<file path="src/rtl/edge_det_pkg.sv">
// Shared types and helpers for the multi-channel edge detector.
// Optional edge counters are enabled with MULTI_EDGE_DETECTOR_CNT_EN.
package edge_det_pkg;

  typedef enum logic [1:0] {
    EDGE_OFF  = 2'b00,
    EDGE_RISE = 2'b01,
    EDGE_FALL = 2'b10,
    EDGE_BOTH = 2'b11
  } edge_mode_t;

  // Upper bound on channels the mode helper can address.
  localparam int MAX_CH = 64;

  // Pull channel ch's 2-bit mode field out of a packed mode vector.
  function automatic edge_mode_t chan_mode(input logic [2*MAX_CH-1:0] modes,
                                           input int ch);
    return edge_mode_t'(modes[2*ch +: 2]);
  endfunction

endpackage

</file>
<file path="src/rtl/edge_det_chan.sv">
// One edge-detector channel: synchroniser, glitch filter, rise/fall pulses,
// mode-qualified event, sticky flag and (with MULTI_EDGE_DETECTOR_CNT_EN)
// a saturating event counter.
module edge_det_chan
  import edge_det_pkg::*;
#(
  parameter int   SYNC_STAGES = 2,
  parameter int   FILTER_LEN  = 1,
  parameter logic RST_VAL     = 1'b1
`ifdef MULTI_EDGE_DETECTOR_CNT_EN
  ,
  parameter int   CNT_W       = 8
`endif
) (
  input  logic       clk,
  input  logic       rst,
  input  logic       din,
  input  edge_mode_t mode,
  input  logic       clr,
`ifdef MULTI_EDGE_DETECTOR_CNT_EN
  output logic [CNT_W-1:0] edge_cnt,
`endif
  output logic       level,
  output logic       rise,
  output logic       fall,
  output logic       evt,
  output logic       evt_flag,
  output logic       flag_nxt
);

  localparam int FW = $clog2(FILTER_LEN + 1);

  logic [SYNC_STAGES-1:0] sync_q;
  logic                   sync_out;
  logic [FW-1:0]          filt_cnt;
  logic [1:0]             mode_bits;

  assign sync_out  = sync_q[SYNC_STAGES-1];
  assign mode_bits = mode;

  // Synchroniser shift chain; reset to the idle level so reset creates no edge.
  always_ff @(posedge clk) begin
    if (rst) sync_q <= {SYNC_STAGES{RST_VAL}};
    else     sync_q <= {sync_q[SYNC_STAGES-2:0], din};
  end

  // Glitch filter: level follows sync_out only after FILTER_LEN consecutive
  // mismatching samples; rise/fall are registered on the same edge.
  always_ff @(posedge clk) begin
    if (rst) begin
      filt_cnt <= '0;
      level    <= RST_VAL;
      rise     <= 1'b0;
      fall     <= 1'b0;
    end else begin
      rise <= 1'b0;
      fall <= 1'b0;
      if (sync_out == level) begin
        filt_cnt <= '0;
      end else if (filt_cnt == FW'(FILTER_LEN - 1)) begin
        filt_cnt <= '0;
        level    <= sync_out;
        rise     <= sync_out;
        fall     <= ~sync_out;
      end else begin
        filt_cnt <= filt_cnt + 1'b1;
      end
    end
  end

  // Event uses the live mode so a mode change is seen without delay.
  always_comb begin
    evt      = (rise & mode_bits[0]) | (fall & mode_bits[1]);
    flag_nxt = evt | (evt_flag & ~clr);
  end

  // Sticky flag; a coincident set beats the clear.
  always_ff @(posedge clk) begin
    if (rst) evt_flag <= 1'b0;
    else     evt_flag <= flag_nxt;
  end

`ifdef MULTI_EDGE_DETECTOR_CNT_EN
  localparam logic [CNT_W-1:0] CNT_MAX = '1;

  // Saturating event counter; clear with a simultaneous event restarts at 1.
  always_ff @(posedge clk) begin
    if (rst) begin
      edge_cnt <= '0;
    end else if (clr) begin
      edge_cnt <= evt ? CNT_W'(1) : '0;
    end else if (evt && (edge_cnt != CNT_MAX)) begin
      edge_cnt <= edge_cnt + 1'b1;
    end
  end
`endif

endmodule

</file>
<file path="src/rtl/multi_edge_detector.sv">
// Multi-channel edge detector top: one edge_det_chan per input plus the
// aggregated any_evt flag. Define MULTI_EDGE_DETECTOR_CNT_EN to add the
// per-channel edge_cnt output.
module multi_edge_detector
  import edge_det_pkg::*;
#(
  parameter int   NUM_CH      = 2,
  parameter int   SYNC_STAGES = 2,
  parameter int   FILTER_LEN  = 1,
  parameter logic RST_VAL     = 1'b1,
  parameter int   CNT_W       = 8
) (
  input  logic                  clk,
  input  logic                  rst,
  input  logic [NUM_CH-1:0]     din,
  input  logic [2*NUM_CH-1:0]   mode,
  input  logic [NUM_CH-1:0]     clr,
  output logic [NUM_CH-1:0]     level,
  output logic [NUM_CH-1:0]     rise,
  output logic [NUM_CH-1:0]     fall,
  output logic [NUM_CH-1:0]     evt,
  output logic [NUM_CH-1:0]     evt_flag,
  output logic                  any_evt
`ifdef MULTI_EDGE_DETECTOR_CNT_EN
  ,
  output logic [NUM_CH*CNT_W-1:0] edge_cnt
`endif
);

  logic [2*MAX_CH-1:0] mode_ext;
  logic [NUM_CH-1:0]   flag_nxt;

  // Widen the mode vector to the helper's fixed argument width.
  always_comb begin
    mode_ext                 = '0;
    mode_ext[2*NUM_CH-1:0]   = mode;
  end

  for (genvar g = 0; g < NUM_CH; g++) begin : g_chan
    edge_det_chan #(
      .SYNC_STAGES (SYNC_STAGES),
      .FILTER_LEN  (FILTER_LEN),
      .RST_VAL     (RST_VAL)
`ifdef MULTI_EDGE_DETECTOR_CNT_EN
      ,
      .CNT_W       (CNT_W)
`endif
    ) u_chan (
      .clk      (clk),
      .rst      (rst),
      .din      (din[g]),
      .mode     (chan_mode(mode_ext, g)),
      .clr      (clr[g]),
`ifdef MULTI_EDGE_DETECTOR_CNT_EN
      .edge_cnt (edge_cnt[g*CNT_W +: CNT_W]),
`endif
      .level    (level[g]),
      .rise     (rise[g]),
      .fall     (fall[g]),
      .evt      (evt[g]),
      .evt_flag (evt_flag[g]),
      .flag_nxt (flag_nxt[g])
    );
  end

`ifndef MULTI_EDGE_DETECTOR_CNT_EN
  logic unused_cnt_w;
  assign unused_cnt_w = ^CNT_W;
`endif

  // any_evt registered from next-state flags so it lines up with evt_flag.
  always_ff @(posedge clk) begin
    if (rst) any_evt <= 1'b0;
    else     any_evt <= |flag_nxt;
  end

endmodule

</file>
<file path="config.mk">
export PLATFORM = sky130hd
export DESIGN_NAME = multi_edge_detector
export DESIGN_NICKNAME = d
export VERILOG_FILES = /design/src/rtl/edge_det_pkg.sv /design/src/rtl/edge_det_chan.sv /design/src/rtl/multi_edge_detector.sv
export SDC_FILE = /design/constraint.sdc
export NUM_CORES = 1
export LEC_CHECK = 0
export ABC_CLOCK_PERIOD_IN_PS = 2300
export BUFFER_PORTS_ARGS = -buffer_cell sky130_fd_sc_hd__buf_2
export CAP_MARGIN = 20
export CORE_AREA = 2 2 39 41
export DETAILED_ROUTE_END_ITERATION = 16
export DIE_AREA = 0 0 41 43
export PLACE_DENSITY_LB_ADDON = 0.15
export SLEW_MARGIN = 40
export SYNTH_ARGS = -nofsm -noshare
export SYNTH_HDL_FRONTEND = slang
export SYNTH_SLANG_ARGS = --single-unit
</file>
<file path="constraint.sdc">
create_clock -name clk -period 2.3 [get_ports clk]
set_input_delay 0.23 -clock clk [delete_from_list [all_inputs] [get_ports clk]]
set_output_delay 0.23 -clock clk [all_outputs]
set_load 0.03 [all_outputs]
</file>
==> results of run 1 <==
## placed cells by master, fill, tap and decap left out
master	count
inv_1	2
a22oi_1	2
clkbuf_1	1
clkbuf_4	3
a21oi_1	2
buf_2	20
a41oi_1	1
or2_1	4
nor4b_1	4
a211o_1	2
nand2b_1	2
nor2b_1	2
dfxtp_1	15
conb_1	2
## how the worst max path moves through the flow
| stage | to | slack, ps | cells past startpoint |
|---|---|---|---|
| floorplan | evt[1] | 1330 | 3 |
| global placement | evt[1] | 1230 | 4 |
| detailed placement | evt[1] | 1210 | 4 |
| CTS | evt[1] | 920 | 3 |
| global route | evt[1] | 850 | 3 |
| finish | evt[1] | 960 | 3 |
## where the power goes
group	switching (W)	internal, W	leakage, nW
Clock	0.0000757	0.0000671	0.0150
Combinational	0.0000200	0.0000155	0.145
Sequential	0.00000561	0.000269	0.123
## per-stage QoR
step / setup slack [ps] / hold slack, ps / instances / power, W / utilization
after detailed placement: 1215 / 387.8 / 74 / 0.0003169 / 0.4132
after CTS: 920.9 / 121.6 / 78 / 0.0004636 / 0.4322
final: 958.0 / 131.7 / 78 / 0.0004532 / 0.4322
after floorplan: 1329 / 327.1 / 49 / 0.0003100 / -
after global routing: 849.3 / 108.3 / 78 / 0.0004830 / 0.4322
after global placement: 1232 / 385.6 / 74 / 0.0003161 / 0.4132
## cell families (layout without fill, tap and decap cells)
kind of cell,Yosys count,after routing
AOI/OAI and AO/OA,7,7
buffers and inverters,13,26
and+or+nand+nor,12,12
DFF,15,15
other,1,2
## flip-flops by register name, indices dropped and copies added (netlist names)
register,count
any_evt,1
g_chan.u_chan.evt_flag,2
g_chan.u_chan.fall,2
g_chan.u_chan.filt_cnt,2
g_chan.u_chan.level,2
g_chan.u_chan.rise,2
g_chan.u_chan.sync_q,4
## per-layer routing
layer  vias to the layer above  track usage  wire length, um  part of all wire
met4                         0      0.04000                0                 0
met2                        17       0.1469              330              0.46
met1                       143      0.08306              307              0.43
met5                         -            0                0                 0
met3                         0      0.09424               81              0.11
li1                        178            -                -                 -
## cell type report
type	count	share of cell area
inverter	2	0.01255
timing repair buffer	20	0.1674
sequential	15	0.5021
multi-input combinational	21	0.2406
tap	16	0.03347
clock buffer	4	0.04393
## synthesized netlist by cell type (all sizes together)
library cell  count
buf              11
nor2b             2
dfxtp            15
conb              1
a211o             2
nor4b             4
a22oi             2
a41oi             1
nand2b            2
a21oi             2
inv               2
or2               4
==> flow_metrics.py, run 1 <==
metrics = {
    "synthesis": {
        "yosys.area.top_type": "dfxtp_1",
        "syn_area_per_cell_sq_um": 11.13,
        "netlist_top_cells_area": "dfxtp_1 56%, buf_4 14%, nor4b_1 6.6%, or2_1 4.7%, a211o_1 3.3%",
        "synth-simple-area-share": 0.1593,
        "synthXorXnorAreaFrac": 0,
        "yosys_warnings": 0,
        "synth_top_family_by_area": "buffers and inverters",
        "syn_area_sq_um": 534.3,
        "netlist_instances": 48,
        "synth_compound_area_frac": 0.09602,
        "synth-seq-area-share": 0.5621,
        "ys_ff_latch": 15,
        "synth.area.mux_share": 0,
        "ys_types": 13,
        "synth_top_cell_area_share": 0.5621,
        "synth_fa_ha_area_frac": 0,
    },
    "sta": {
        "timing.fmax_mhz": 745.2,
        "clock-skew-final_ps": 4.890,
        "final_hold_viol_count": 0,
        "period_share": 0.5835,
        "period_needed_ps": 1342,
        "drv_slew": 0,
        "tns_ps": 0,
        "setup_viol": 0,
        "rsz0062_at_grt": "false",
    },
    "drt": {
        "drc": 0,
        "vias": 338,
        "routed_wl_um": 720,
        "drtIter0Drc": 6,
        "drtPass1Iterations": 2,
        "via_per_inst": 4.333,
        "ant_nets": 0,
        "wl_per_cell_um": 9.231,
    },
    "hold_path": {
        "min_to": "g_chan[1].u_chan.sync_q[0]",
        "min_from": "din[1]",
        "min_path_cells": 2,
        "hold_path_class": "in -> reg",
    },
    "critical_path": {
        "crit_buf_inv": 2,
        "path_delay_family": "flip-flops",
        "r2r_slack_ps": 1420,
        "cp-startpoint": "g_chan[1].u_chan.rise",
        "critPathLaunchType": "flip-flop",
        "path_cells": "a22oi_1 -> inv_1 -> buf_2",
        "rr_startpoint": "g_chan[1].u_chan.rise",
        "required_ps": 2070,
        "end_kind": "primary output",
        "cpPeakStageDelay_ps": 320,
        "rr_worst_depth": 2,
        "timing.rr.end": "any_evt",
        "cp_max_fo": 3,
        "slowest_stage": "dfxtp_1",
        "critPathKind": "reg -> out",
        "worstPathArrival_ps": 1110,
    },
    "grt": {
        "grt_pass1_wl_mm": 1.028,
        "grt_max_degree": 14,
        "grt_pass1_vias": 278,
        "antenna_found_initial": 0,
        "gr-total-overflow": 0,
        "grt_util_all_layers": 0.09736,
    },
    "clock_network": {
        "cts_resized": 0,
        "cts.clk_slew.worst_paths_ps": 80,
        "cts.htree.levels": 1,
        "cts_tree": "built",
        "clk_latency_ps": 270,
        "post_cts_buffers": 0,
        "cts-root-buf": "clkbuf_4",
        "cts_buffer_depth": 2,
        "cts_sinks": 15,
        "cts-buffers-inserted": 3,
        "ctsHoldBuffers": 0,
    },
    "floorplanning": {
        "core_area_sq_um": 1384,
        "io_pins": 21,
        "dieWidth_um": 41,
        "die_h_um": 43,
        "start_util": 0.3861,
        "rows": 14,
        "die_area_sq_um": 1763,
    },
    "finish": {
        "multi_input_area_sq_um": 143.9,
        "finalInstanceArea_sq_um": 598.1,
        "regArea_sq_um": 300.3,
        "drive_gt1_frac": 0.3710,
        "fill_cells": 144,
        "nets": 73,
        "diodes": 0,
        "area_delta_synth_final_pct": 11.94,
    },
    "outcome": {
        "run_status": "finished clean",
    },
    "place": {
        "portBuffers": 20,
        "gp_congestion": 0.6807,
        "dpl_cell_area_sq_um": 571.8,
    },
    "power_and_ir_drop": {
        "power.leakage_nw": 0.2828,
        "peakVddDrop_mv": 0.4713,
        "power.density_nw_per_um2": 757.7,
    },
    "run": {
        "drv_cap": 0,
    },
}
(Power assumes the default switching activity.)
==> run 2: changes to the inputs <==
- ABC_CLOCK_PERIOD_IN_PS: 2300 -> 1400
- clock period: 2.3 -> 1.4 ns (I/O delays scaled with it)
==> run 2 against run 1 <==
Register-to-register slack worse by 880 ps. Sequential power is 64% higher. Cell count stayed put. Combinational power is 63% higher. Utilization is 0.090 points higher.
==> flow_metrics.py, run 2 (synthesized netlist as in run 1, its figures left out) <==
metrics = {
    "outcome": {
        "run_status": "finished clean",
    },
    "clock_network": {
        "ctsHoldBuffers": 0,
        "cts_tree": "built",
        "cts_resized": 0,
        "cts_buffer_depth": 2,
        "cts_sinks": 15,
        "cts-root-buf": "clkbuf_4",
        "clk_latency_ps": 280,
        "cts.clk_slew.worst_paths_ps": 90,
        "cts-buffers-inserted": 3,
        "cts.htree.levels": 1,
        "post_cts_buffers": 0,
    },
    "critical_path": {
        "r2r_slack_ps": 540,
        "required_ps": 1260,
        "crit_buf_inv": 2,
        "timing.rr.end": "any_evt",
        "end_kind": "primary output",
        "worstPathArrival_ps": 1110,
        "slowest_stage": "dfxtp_1",
        "rr_worst_depth": 2,
        "critPathKind": "reg -> out",
        "path_cells": "a22oi_1 -> inv_1 -> buf_2",
        "critPathLaunchType": "flip-flop",
        "cp_max_fo": 3,
        "cpPeakStageDelay_ps": 320,
        "path_delay_family": "flip-flops",
        "rr_startpoint": "g_chan[1].u_chan.rise",
    },
    "sta": {
        "period_share": 0.8913,
        "clock-skew-final_ps": 2.396,
        "setup_ws_ps": 152.2,
        "rsz0062_at_grt": "false",
        "period_needed_ps": 1248,
        "tns_ps": 0,
        "timing.fmax_mhz": 801.4,
        "drv_slew": 0,
        "final_hold_viol_count": 0,
        "setup_viol": 0,
    },
    "run": {
        "drv_cap": 0,
    },
    "finish": {
        "layout_commonest_cell": "buf_2",
        "diodes": 0,
        "fill_cells": 145,
        "largest_register": "g_chan.u_chan.sync_q",
        "fin_util": 0.4331,
        "drive_gt1_frac": 0.3871,
        "regArea_sq_um": 300.3,
        "largest_register_ff_count": 4,
        "area_delta_synth_final_pct": 12.18,
        "nets": 73,
        "multi_input_area_sq_um": 143.9,
        "layout_common_cells": "20 x buf_2, 15 x dfxtp_1, 4 x nor4b_1, 4 x or2_1, 3 x clkbuf_4",
    },
    "grt": {
        "antenna_found_initial": 0,
        "grt_pass1_vias": 266,
        "grt_pass1_wl_mm": 1.055,
        "gr-total-overflow": 0,
        "grt_util_all_layers": 0.09403,
        "grt_max_degree": 14,
    },
    "drt": {
        "routed_wl_um": 690,
        "via_per_inst": 4.436,
        "drtPass1Iterations": 2,
        "wl_per_cell_um": 8.846,
        "drc": 0,
        "vias": 346,
        "ant_nets": 0,
        "drtIter0Drc": 2,
    },
    "floorplanning": {
        "die_h_um": 43,
        "dieWidth_um": 41,
        "io_pins": 21,
        "die_area_sq_um": 1763,
        "start_util": 0.3861,
        "rows": 14,
        "core_area_sq_um": 1384,
    },
    "place": {
        "post-place-ws_ps": 455.7,
        "gp_congestion": 0.6910,
        "portBuffers": 20,
    },
    "power_and_ir_drop": {
        "peakVddDrop_mv": 0.5829,
        "power_frac_seq": 0.603,
        "power_frac_clock": 0.320,
        "power.net_switching_w": 0.0001749,
        "power.internal_w": 0.0005737,
        "p_sw_frac": 0.2336,
        "power.density_nw_per_um2": 1249,
        "power.leakage_nw": 0.2855,
        "comb_power_share": 0.077,
    },
    "hold_path": {
        "hold_path_class": "in -> reg",
        "min_from": "din[0]",
        "min_to": "g_chan[0].u_chan.sync_q[0]",
        "min_path_cells": 2,
    },
}
-- run 2: how the worst max path moves through the flow --
stage | to | cells after the start | from
final | evt[1] | 3 | g_chan[1].u_chan.rise
after global routing | evt[0] | 3 | g_chan[0].u_chan.rise
after CTS | evt[1] | 3 | g_chan[1].u_chan.rise
after detailed placement | evt[1] | 3 | g_chan[1].u_chan.rise
after global placement | evt[1] | 3 | g_chan[1].u_chan.rise
after floorplan | evt[1] | 3 | g_chan[1].u_chan.rise
-- run 2: through the flow --
stage / area (sq um) / hold slack, ps / total power [W] / std cells
2_1_floorplan: 538.0 / 237.1 / 0.0005093 / 49
6_report: 599.3 / 33.50 / 0.0007485 / 78
3_3_place_gp: 571.8 / 316.2 / 0.0005192 / 74
3_5_place_dp: 571.8 / 324.5 / 0.0005199 / 74
5_1_grt: 599.3 / 15.76 / 0.0007962 / 78
4_1_cts: 599.3 / 23.10 / 0.0007643 / 78
-- run 2: routing by layer --
metal | global-route usage | routed length [um] | vias up
li1 | - | - | 177
met1 | 0.1053 | 297 | 152
met2 | 0.1250 | 311 | 17
met3 | 0.07853 | 82 | 0
met4 | 0.04000 | 0 | 0
met5 | 0 | 0 | -
-- run 2: area by class of cell --
type	instances	area share
inverter	2	0.01253
multi-input combinational	21	0.2401
clock buffer	3	0.03758
sequential	15	0.5010
tap	16	0.03340
timing repair buffer	20	0.1670
clock inverter	1	0.008351
-- run 2: power by group through the flow --
| stage | Sequential (W) | Clock (W) | Combinational, W |
|---|---|---|---|
| 2_1_floorplan | 0.000462 | 0 | 0.0000474 |
| 3_3_place_gp | 0.000461 | 0 | 0.0000580 |
| 3_5_place_dp | 0.000461 | 0 | 0.0000585 |
| 4_1_cts | 0.000451 | 0.000254 | 0.0000586 |
| 5_1_grt | 0.000454 | 0.000278 | 0.0000635 |
| 6_report | 0.000451 | 0.000239 | 0.0000578 |
